`config.mk`:
```
export PLATFORM = sky130hd
export DESIGN_NAME = fsm_sync_tx
export DESIGN_NICKNAME = d
export VERILOG_FILES = /design/src/rtl/fsm_sync_tx_pkg.sv /design/src/rtl/fsm_sync_tx_piso_shift.sv /design/src/rtl/fsm_sync_tx.sv
export SDC_FILE = /design/constraint.sdc
export NUM_CORES = 1
export LEC_CHECK = 0
export ABC_CLOCK_PERIOD_IN_PS = 2320
export CAP_MARGIN = 0
export CORE_MARGIN = 4
export CORE_UTILIZATION = 45
export CTS_CLUSTER_DIAMETER = 60
export CTS_CLUSTER_SIZE = 40
export DETAILED_ROUTE_END_ITERATION = 12
export PLACE_DENSITY = 0.69
export SKIP_LAST_GASP = 1
export SLEW_MARGIN = 40
export SYNTH_ARGS = -nofsm -noshare
export SYNTH_HDL_FRONTEND = slang
export SYNTH_HIERARCHICAL = 1
export SYNTH_SLANG_ARGS = --single-unit
```
`constraint.sdc`:
```
create_clock -name clock -period 2.32 [get_ports clock]
set_clock_uncertainty 0.05 [all_clocks]
set_input_delay 0.464 -clock clock [delete_from_list [all_inputs] [get_ports clock]]
set_output_delay 0.464 -clock clock [all_outputs]
set_load 0.01 [all_outputs]
```
`src/rtl/fsm_sync_tx_pkg.sv`:
```
// ============================================================================
// Module   : fsm_sync_tx_pkg
// Brief    : Shared state encodings, sync marker and helpers for fsm_sync_tx.
// Revision : 1.0 - initial release
// ============================================================================
`default_nettype none

package fsm_sync_tx_pkg;

  typedef enum logic [1:0] {
    ST_IDLE = 2'b00,
    ST_SYNC = 2'b01,
    ST_DATA = 2'b10,
    ST_GAP  = 2'b11
  } state_t;

  localparam int              SYNC_LEN     = 3;
  localparam logic [SYNC_LEN-1:0] SYNC_PATTERN = 3'b101;

  function automatic int max3(input int a, input int b, input int c);
    int m;
    m = (a > b) ? a : b;
    return (m > c) ? m : c;
  endfunction

  // Marker bits go out MSB-first, so index 0 maps to the top pattern bit.
  function automatic logic sync_bit(input logic [1:0] idx);
    logic [SYNC_LEN-1:0] pat;
    pat = SYNC_PATTERN;
    return pat[2'(SYNC_LEN-1) - idx];
  endfunction

endpackage

`default_nettype wire

```
`src/rtl/fsm_sync_tx_piso_shift.sv`:
```
// ============================================================================
// Module   : fsm_sync_tx_piso_shift
// Brief    : Parallel-load, shift-left register presenting its MSB serially.
// Revision : 1.0 - initial release
// ============================================================================
`default_nettype none

module fsm_sync_tx_piso_shift #(
  parameter int DATA_W = 8
) (
  input  logic              clock,
  input  logic              reset,
  input  logic              load,
  input  logic              shift_en,
  input  logic [DATA_W-1:0] data_in,
  output logic              msb
);

  logic [DATA_W-1:0] r_shift;

  // Load wins over shift; a shift of a 1-bit register simply clears it.
  always_ff @(posedge clock) begin
    if (reset) begin
      r_shift <= '0;
    end else if (load) begin
      r_shift <= data_in;
    end else if (shift_en) begin
      r_shift <= r_shift << 1;
    end
  end

  assign msb = r_shift[DATA_W-1];

endmodule

`default_nettype wire

```
`src/rtl/fsm_sync_tx.sv`:
```
// ============================================================================
// Module   : fsm_sync_tx
// Brief    : Serial frame transmitter: 101 marker, MSB-first payload, zero gap.
// Revision : 1.0 - initial release
// ============================================================================
`default_nettype none

module fsm_sync_tx
  import fsm_sync_tx_pkg::*;
#(
  parameter int DATA_W   = 8,
  parameter int GAP_BITS = 2
) (
  input  logic              clock,
  input  logic              reset,
  input  logic [DATA_W-1:0] data_in,
  input  logic              valid_in,
  output logic              ready_out,
  output logic              out,
  output logic              frame_done,
  output logic [1:0]        state_out
);

  localparam int CNT_W = $clog2(max3(SYNC_LEN, DATA_W, GAP_BITS) + 1);

  localparam logic [CNT_W-1:0] c_sync_last = CNT_W'(SYNC_LEN - 1);
  localparam logic [CNT_W-1:0] c_data_last = CNT_W'(DATA_W - 1);
  localparam logic [CNT_W-1:0] c_gap_last  = CNT_W'(GAP_BITS - 1);

  state_t           r_state;
  logic             r_out;
  logic             r_frame_done;
  logic [CNT_W-1:0] r_bit_cnt;

  logic             w_load;
  logic             w_shift_en;
  logic             w_msb;
  logic [CNT_W-1:0] w_cnt_inc;

  assign w_cnt_inc  = r_bit_cnt + 1'b1;
  assign w_load     = valid_in && (r_state == ST_IDLE);
  // Every edge that puts a payload bit on the line also advances the register.
  assign w_shift_en = ((r_state == ST_SYNC) && (r_bit_cnt == c_sync_last)) ||
                      (r_state == ST_DATA);

  fsm_sync_tx_piso_shift #(
    .DATA_W (DATA_W)
  ) u_piso (
    .clock    (clock),
    .reset    (reset),
    .load     (w_load),
    .shift_en (w_shift_en),
    .data_in  (data_in),
    .msb      (w_msb)
  );

  // Outputs are computed for the state being entered, so the line bit and
  // frame_done are valid in the same cycle as the state they belong to.
  always_ff @(posedge clock) begin
    if (reset) begin
      r_state      <= ST_IDLE;
      r_out        <= 1'b0;
      r_frame_done <= 1'b0;
      r_bit_cnt    <= '0;
    end else begin
      r_frame_done <= 1'b0;
      unique case (r_state)
        ST_IDLE: begin
          r_bit_cnt <= '0;
          if (valid_in) begin
            r_state <= ST_SYNC;
            r_out   <= sync_bit(2'd0);
          end else begin
            r_out   <= 1'b0;
          end
        end
        ST_SYNC: begin
          if (r_bit_cnt == c_sync_last) begin
            r_state   <= ST_DATA;
            r_bit_cnt <= '0;
            r_out     <= w_msb;
          end else begin
            r_bit_cnt <= w_cnt_inc;
            r_out     <= sync_bit(w_cnt_inc[1:0]);
          end
        end
        ST_DATA: begin
          if (r_bit_cnt == c_data_last) begin
            r_state      <= ST_GAP;
            r_bit_cnt    <= '0;
            r_out        <= 1'b0;
            r_frame_done <= (GAP_BITS == 1);
          end else begin
            r_bit_cnt <= w_cnt_inc;
            r_out     <= w_msb;
          end
        end
        ST_GAP: begin
          r_out <= 1'b0;
          if (r_bit_cnt == c_gap_last) begin
            r_state   <= ST_IDLE;
            r_bit_cnt <= '0;
          end else begin
            r_bit_cnt    <= w_cnt_inc;
            r_frame_done <= (w_cnt_inc == c_gap_last);
          end
        end
        default: begin
          r_state   <= ST_IDLE;
          r_bit_cnt <= '0;
          r_out     <= 1'b0;
        end
      endcase
    end
  end

  assign ready_out  = (r_state == ST_IDLE);
  assign out        = r_out;
  assign frame_done = r_frame_done;
  assign state_out  = r_state;

endmodule

`default_nettype wire
```
# Word level (Yosys, flattened, before mapping)
# Cells that the tools add are included.
totals:
  input_bits: 11
  latch_bits: 0
  mem_bits_ro: 0
  elab_cells: 44
  ff_bits: 16
  ram_bits: 0
  n_memories: 0
op_classes:
  n_mul: 0
  mux: 17
  n_reduce_logical: 7
  bitwise_logic: 1
  n_shift: 0
  n_lt_le_gt_ge: 1
  addsub: 2
  eq_ne: 11
  n_div: 0
op_table:
  columns: ["cell", "n"]
  rows:
  - ["8-bit two-way mux", 2]
  - ["4-bit case mux with 4 select lines", 1]
  - ["4-bit two-way mux", 3]
  - ["4-bit by 1-bit equality test with 1-bit output (second input constant)", 2]
  - ["2-bit two-way mux", 4]
  - ["2-bit case mux with 4 select lines", 1]
  - ["4-bit by 1-bit adder with 4-bit output (second input constant)", 1]
  - ["2-bit equality test (second input constant)", 2]
  - ["4-bit by 2-bit equality test with 1-bit output (second input constant)", 1]
  - ["4-bit by 3-bit equality test with 1-bit output (second input constant)", 1]
  - ["1-bit two-way mux", 4]
  - ["2-bit by 1-bit != test with 1-bit output (second input constant)", 2]
  - ["2-bit != test (second input constant)", 2]
  - ["1-bit case mux with 4 select lines", 1]
  - ["4-bit AND reduction", 1]
  - ["2-bit by 3-bit less-than comparator with 1-bit output (second input constant)", 1]
  - ["3-bit OR reduction", 1]
  - ["1-bit binary-select mux with 2-bit select", 1]
  - ["2-bit by 1-bit equality test with 1-bit output (second input constant)", 1]
  - ["1-bit logical AND", 2]
  - ["2-bit zero test", 1]
  - ["2-bit nonzero test", 1]
  - ["2-bit subtractor (first input constant)", 1]
  - ["1-bit logical OR", 1]
  - ["1-bit inverter", 1]

# Logic depth before layout (Yosys ltp)
# Gate-level depths: netlist of run 1.
logic_depth:
  word_depth: 6
  depth_mapped: 7
  ltp_nobuf: 6

# Modules after synthesis
# Netlist of run 1, hierarchy kept.
modules_own_cells:
  columns: ["mod", "cells_per_inst", "instances", "area_each_um2"]
  rows:
  - ["fsm_sync_tx", 67, 1, 605.6]
  - ["fsm_sync_tx_piso_shift", 35, 1, 369.1]

# Worst setup path before layout of run 1
# OpenSTA, ideal clock, no wires.
synth_path:
  path_kind: "register to register"
  start: "register r_state[1] (netlist: state_out[1])"
  end: "register r_state[0] (netlist: state_out[0])"
  t_required_ps: 2183
  path_stages_with_launch: 7
  arrival_time_ps: 1621
  path_buffers: 0
  setup_time_ps: 87
  path_slack_ps: 562
  cell_sequence: "dfxtp_1 inv_1 ha_1 o22ai_4 o2111ai_2 or4_1 o31ai_1"
synth_between:
  elab_chain_len: 3
  elab_cells_between_ends: 10
  classes_between: "eq/ne (7); mux (1); reduce/logical (2)"
synth_rtl:
  columns: ["element", "line", "rtl"]
  rows:
  - ["from (decl)", "fsm_sync_tx.sv:30", "state_t r_state;"]
  - ["from (signal assigned)", "fsm_sync_tx.sv:61", "r_state <= ST_IDLE;"]
  - ["from (signal assigned)", "fsm_sync_tx.sv:71", "r_state <= ST_SYNC;"]
  - ["from (signal assigned)", "fsm_sync_tx.sv:79", "r_state <= ST_DATA;"]
  - ["2-bit equality test, or another cell as far along", "fsm_sync_tx.sv:67", "unique case (r_state)"]
  - ["2-bit != test (no source line) or 2-bit by 1-bit != test with 1-bit output (tied branches)", null, null]
  - ["4-bit AND reduction (no source line)", null, null]
# Parallel ways exist; a longest one is shown, timed or not.
# A chain may end at the register's enable or synchronous reset.

# Worst setup path after layout of run 1
layout_path:
  start: "register r_state[1] (netlist: state_out[1])"
  end: "output ready_out"
layout_between:
  elab_chain_len: 1
layout_rtl:
  columns: ["element", "line", "rtl"]
  rows:
  - ["2-bit zero test", "fsm_sync_tx.sv:117", "assign ready_out = (r_state == ST_IDLE);"]
  - ["to (decl)", "fsm_sync_tx.sv:18", "output logic ready_out,"]
# Every way passes these cells.

==> results of run 1 <==
-- layout by cell type, fill, tap and decap left out, types with 2 or more instances in the layout --
master / instances
a211oi_1: 8
and3_2: 2
and3b_1: 2
buf_4: 2
clkbuf_4: 3
clkdlybuf4s50_1: 15
dfxtp_1: 16
ha_1: 9
inv_1: 8
mux2i_1: 7
nand2_1: 4
nand2b_1: 2
nor2_1: 6
nor2b_1: 8
nor3_1: 2
o21ai_0: 3
o31ai_1: 2
xnor2_1: 2
-- layer usage --
metal	global-route usage, %	wire length (um)	vias to the layer above
met5	0	0	-
met3	3.81	73	2
li1	-	-	401
met1	20.5	980	345
met2	23.3	837	13
met4	3.73	12	0
-- worst min-delay path: cells and delay by family, from the launching register on --
kind | cells | cell delay (ps)
flip-flops | 1 | 320
AND/OR/NAND/NOR | 1 | 150
AO/OA/AOI/OAI | 1 | 50
-- state kept, by name, indices dropped and copies added (netlist names) --
name and cells:
frame_done 1, out 1, r_bit_cnt 4, state_out 2, u_piso/r_shift 8
-- cell families (layout without fill, tap and decap cells) --
kind of cell | Yosys count | in the layout | share of synthesized area, %
compound gates | 22 | 22 | 18.5
fa+ha+maj | 9 | 9 | 11.6
simple gates | 34 | 34 | 20.5
mux | 7 | 7 | 7.19
flops | 16 | 16 | 32.9
xor+xnor | 2 | 2 | 1.80
buf+inv | 12 | 29 | 7.57
-- final cells by class --
cell class | count | area (um2) | area share (%)
Inverter | 8 | 30.0 | 2.58
Tap cell | 27 | 33.8 | 2.90
Multi-Input combinational cell | 74 | 581 | 49.8
Sequential cell | 16 | 320 | 27.5
Clock buffer | 4 | 36.3 | 3.11
Timing Repair Buffer | 17 | 165 | 14.2
-- synth_stat cells, types with 2 or more instances --
cell type / n / area share, %
o31ai_1: 2 / 1.5
ha_1: 9 / 12
nand2_1: 4 / 1.5
nor2_1: 6 / 2.3
inv_1: 8 / 3.1
mux2i_1: 7 / 7.2
nand2b_1: 2 / 1.3
nor2b_1: 8 / 5.1
dfxtp_1: 16 / 33
nor3_1: 2 / 1.0
and3_2: 2 / 1.5
and3b_1: 2 / 1.8
buf_6: 3 / 3.5
o21ai_0: 3 / 1.5
a211oi_1: 8 / 6.2
xnor2_1: 2 / 1.8
-- worst max path at each step --
stage,startpoint,to
after global placement,state_out[1],state_out[0]
after floorplan,state_out[1],state_out[0]
after detailed placement,valid_in,u_piso/r_shift[7]
after CTS,state_out[0],ready_out
final,state_out[1],ready_out
after global routing,state_out[1],ready_out
-- report_power, final --
| group | internal [mW] | switching, mW |
|---|---|---|
| sequential | 0.340 | 0.0410 |
| combinational | 0.244 | 0.270 |
| clock | 0.0954 | 0.0879 |
| total | 0.679 | 0.399 |
==> results.ini, run 1 <==
[worst_setup_path]
worstPathCellList=inv_1 -> ha_1 -> clkdlybuf4s50_1
cp_num_cells=3
cp-end-kind=output pin
r2r_slack_ps=420
start_kind=register
required_ps=1810
crit_buf_inv=2
cp_max_fo=4
max_stage_delay_ps=550
crit_family=buffers and inverters
arrival_ps=1530
r2r_end=state_out[0]
path_class=register to output pin
r2r_start=state_out[1]
crit_path_top_delay_cell=clkdlybuf4s50_1
r2r_cells=6

[clock_network]
cts_max_level=1
root_buffer=clkbuf_4
cts_hold_buf=0
cts_tree=yes
clk_pin_slew_worst_paths_ps=100
cts.path.max_buffers=2
clock-sinks=16
clkLatencyLatePin_ps=280
cts_inserted_buffers=3
postCtsSetupRepairBufs=0
cts-resized-gates=0

[sta]
period_share_pct=88.3
max_freq_mhz=488
timing.hold.ws_ps=508
setup_viol=0
rsz0062_at_grt=false
slew_viol_final=0
hold_viol_final=0
slew_headroom_pct=75.3
min_period_ps=2050
layout_setup_ws_ps=272
worst_pin_slew_ps=370
tns_ps=0

[floorplan]
start_util_pct=48.7
fp.dieH_um=54.5
dieWidth_um=54.5
core_um2=2000
io_pins=16
rows=16
dieArea_um2=2970

[routing]
wire_per_inst_um=13.0
firstDrtPassIters=4
vias=761
finalWirelength_um=1900
drc=0
vias_per_cell=5.21
first_iter_violations=12
ant_nets=0

[finish]
post_layout_nonfiller_instances=146
drive_above_1_share_pct=9.24
final_util_pct=58.3
diodes=0
nFillCells=178
nNetsFinal=140
syn2layout_area_growth_pct=19.6
fin_area_um2=1170

[synthesis]
synthArstFlopShare_pct=0
yosysUniqueCellTypes=34
netlist_instances=102
ys.flop_type=dfxtp_1
synth_area_um2=975
ys_seq_elements=16
synth_fp_nets=122
ys_seq_area_share_pct=32.9
yosysWarnings=6
avgSynthCellArea_um2=9.56
synth_edf_count=0

[hold_path]
hp-start=u_piso/r_shift[0]
hp-class=register to register
hold_depth=2
hold_end=u_piso/r_shift[0]

[placed_design]
dpl_worst_slack_ps=434
hpwlAfterDp_um=1450
dp_cells=142
postPlaceCellArea_um2=1130
portBuffers=15
place.gp.congestion=0.716

[job]
drv_cap=0

[grt]
grt_pass1_wl_um=3240
grt-ovfl-total=0
grt_use_total_pct=15.0
grt_pass1_vias=712
antenna_found_initial=0
grt_max_degree=11

[power]
finalPower_mw=1.08
p_leak_nw=0.435
ir_drop_mv=0.682
power_density_nw_per_um2=924

[outcome]
status=finished clean

No activity file was read; power rests on OpenSTA's default activity.
==> inputs of run 2 (changes only) <==
CELL_PAD_IN_SITES_DETAIL_PLACEMENT = 0   (was unset)
CELL_PAD_IN_SITES_GLOBAL_PLACEMENT = 1   (was unset)
CORE_UTILIZATION = 39   (was 45)
PLACE_DENSITY = unset   (was 0.69)
PLACE_DENSITY_LB_ADDON = 0.1   (was unset)
==> run 2 against run 1 <==
First-iteration DRC count decreased by 17%. Core utilization decreased by 7.1 points. Critical path depth unchanged. Clock power about the same. Combinational power increased by 5.1%. Wire length increased by 6.5%. Sequential share of layout area decreased by 0.20 points. Fmax increased by 1.0%. Clock-buffer cell count unchanged. Global-route usage decreased by 1.8 points. Flip-flop and latch count unchanged. Register-to-register slack improved by 80 ps.
==> results.ini, run 2 (same netlist as run 1, synthesis figures left out) <==
[outcome]
status=finished clean

[power]
p_clk_share_pct=16.8  ; -0.2 points
power.switching_mw=0.411  ; +3.2%
p_leak_nw=0.440  ; +1.2%
finalPower_mw=1.11  ; +2.6%
power_density_nw_per_um2=941  ; +1.8%
p_sw_share_pct=37.2  ; +0.20 points
p_int_mw=0.695  ; +2.3%
seqPwrFrac_pct=34.4  ; -0.9 points
power_frac_comb_pct=48.8  ; +1.1 points
ir_drop_mv=0.456  ; -33%

[floorplan]
start_util_pct=42.4  ; -6.3 points
fp.dieH_um=58.0  ; +6.3%
dieWidth_um=58.0  ; +6.3%
dieArea_um2=3360  ; +13%
rows=17  ; +1
io_pins=16  ; unchanged
core_um2=2300  ; +15%

[grt]
met2_usage_pct=18.9  ; -4.4 points
antenna_found_initial=0  ; unchanged
grt_pass1_vias=750  ; +5.3%
met1_usage_pct=19.9  ; -0.54 points
grt_max_degree=11  ; unchanged
grt_use_met3_pct=2.00  ; -1.8 points
top_usage_layer=met1
grt_pass1_wl_um=3460  ; +6.8%
grt_use_total_pct=13.1  ; -1.8 points
grt-ovfl-total=0  ; unchanged

[clock_network]
clock-sinks=16  ; unchanged
cts.path.max_buffers=2  ; unchanged
cts_max_level=1  ; unchanged
cts_tree=yes
root_buffer=clkbuf_4
cts_hold_buf=0  ; unchanged
clk_pin_slew_worst_paths_ps=100  ; about the same
cts_inserted_buffers=3  ; unchanged
cts-resized-gates=0  ; unchanged
clkLatencyLatePin_ps=290  ; about the same
postCtsSetupRepairBufs=0  ; unchanged

[finish]
final_common_cell=dfxtp_1
diodes=0  ; unchanged
largest_reg_flops=8  ; unchanged
final_util_pct=51.1  ; -7.1 points
top_register=u_piso/r_shift
nNetsFinal=141  ; +0.71%
post_layout_nonfiller_instances=148  ; +1.4%
syn2layout_area_growth_pct=20.5
nFillCells=223  ; +25%
drive_above_1_share_pct=10.0  ; +0.76 points
final_cell_mix=dfxtp_1, clkdlybuf4s50_1, ha_1

[sta]
rsz0062_at_grt=false
max_freq_mhz=493  ; +1.0%
period_share_pct=87.4  ; -0.90 points
tns_ps=0  ; unchanged
slew_headroom_pct=73.6  ; -1.7 points
slew_viol_final=0  ; unchanged
setup_viol=0  ; unchanged
hold_viol_final=0  ; unchanged
worst_pin_slew_ps=396  ; +25.6 ps
min_period_ps=2030  ; -20.9 ps
layout_setup_ws_ps=293  ; +20.9 ps

[routing]
ant_nets=0  ; unchanged
vias=759  ; -0.26%
drc=0  ; unchanged
first_iter_violations=10  ; -2
finalWirelength_um=2030  ; +6.5%
wire_per_inst_um=13.7  ; +5.0%
firstDrtPassIters=4  ; unchanged
vias_per_cell=5.13  ; -1.6%

[worst_setup_path]
crit_family=buffers and inverters
max_stage_delay_ps=540  ; about the same
start_kind=register
worstPathCellList=inv_1 -> ha_1 -> clkdlybuf4s50_1
cp_num_cells=3  ; unchanged
cp-end-kind=output pin
crit_buf_inv=2  ; unchanged
path_class=register to output pin
crit_path_top_delay_cell=clkdlybuf4s50_1
required_ps=1810  ; about the same
cp_max_fo=4  ; unchanged
arrival_ps=1510  ; -20 ps
r2r_cells=7  ; +1

[placed_design]
dpl_worst_slack_ps=433  ; -0.548 ps
portBuffers=15  ; unchanged
hpwlAfterDp_um=1510  ; +4.2%
dp_cells=144  ; +1.4%
place.gp.congestion=0.809  ; +13%

[job]
drv_cap=0  ; unchanged

[hold_path]
hp-class=register to register
hold_depth=2  ; unchanged

==> run 2: cell types whose count changed in the layout (fill, tap and decap cells not counted), sizes merged <==
cell	previous run	this run
buf	2	3
==> run 2: cell type report <==
cell class,count,area [um2],area share [%]
clock buffer,4,36.3,3.09
inverter,8,30.0,2.56
multi-input combinational,74,581,49.4
sequential,16,320,27.3
tap,28,35.0,2.98
timing repair buffer,18,173,14.7
==> run 2: worst paths after layout <==
check / slack (ps) / from / end
min reg2reg: 510 / u_piso/r_shift[5] / u_piso/r_shift[5]
max reg2reg: 500 / state_out[1] / u_piso/r_shift[1]
max: 290 / state_out[1] / ready_out
min: 510 / u_piso/r_shift[5] / u_piso/r_shift[5]
==> run 2: power groups by stage <==
stage	registers [mW]	clock network [mW]	logic (mW)
global route	0.391	0.198	0.603
floorplan	0.388	0	0.347
finish	0.380	0.186	0.540
global placement	0.387	0	0.535
detailed placement	0.387	0	0.538
CTS	0.380	0.190	0.543
==> run 2: metrics by stage <==
stage	instance area [um2]	hold slack, ps
2_1_floorplan	975	475
3_3_place_gp	1140	490
3_5_place_dp	1140	500
4_1_cts	1170	519
5_1_grt	1170	542
6_report	1170	514
==> run 2: per-layer routing <==
metal	vias up	wire length, um
li1	400	-
met1	340	1050
met2	17	876
met3	2	83
met4	0	17
met5	-	0
==> run 2: worst min-delay path, stage by stage, from the launching register on <==
cell and delay (ps):
dfxtp_1 320, mux2i_1 120, a211oi_1 80
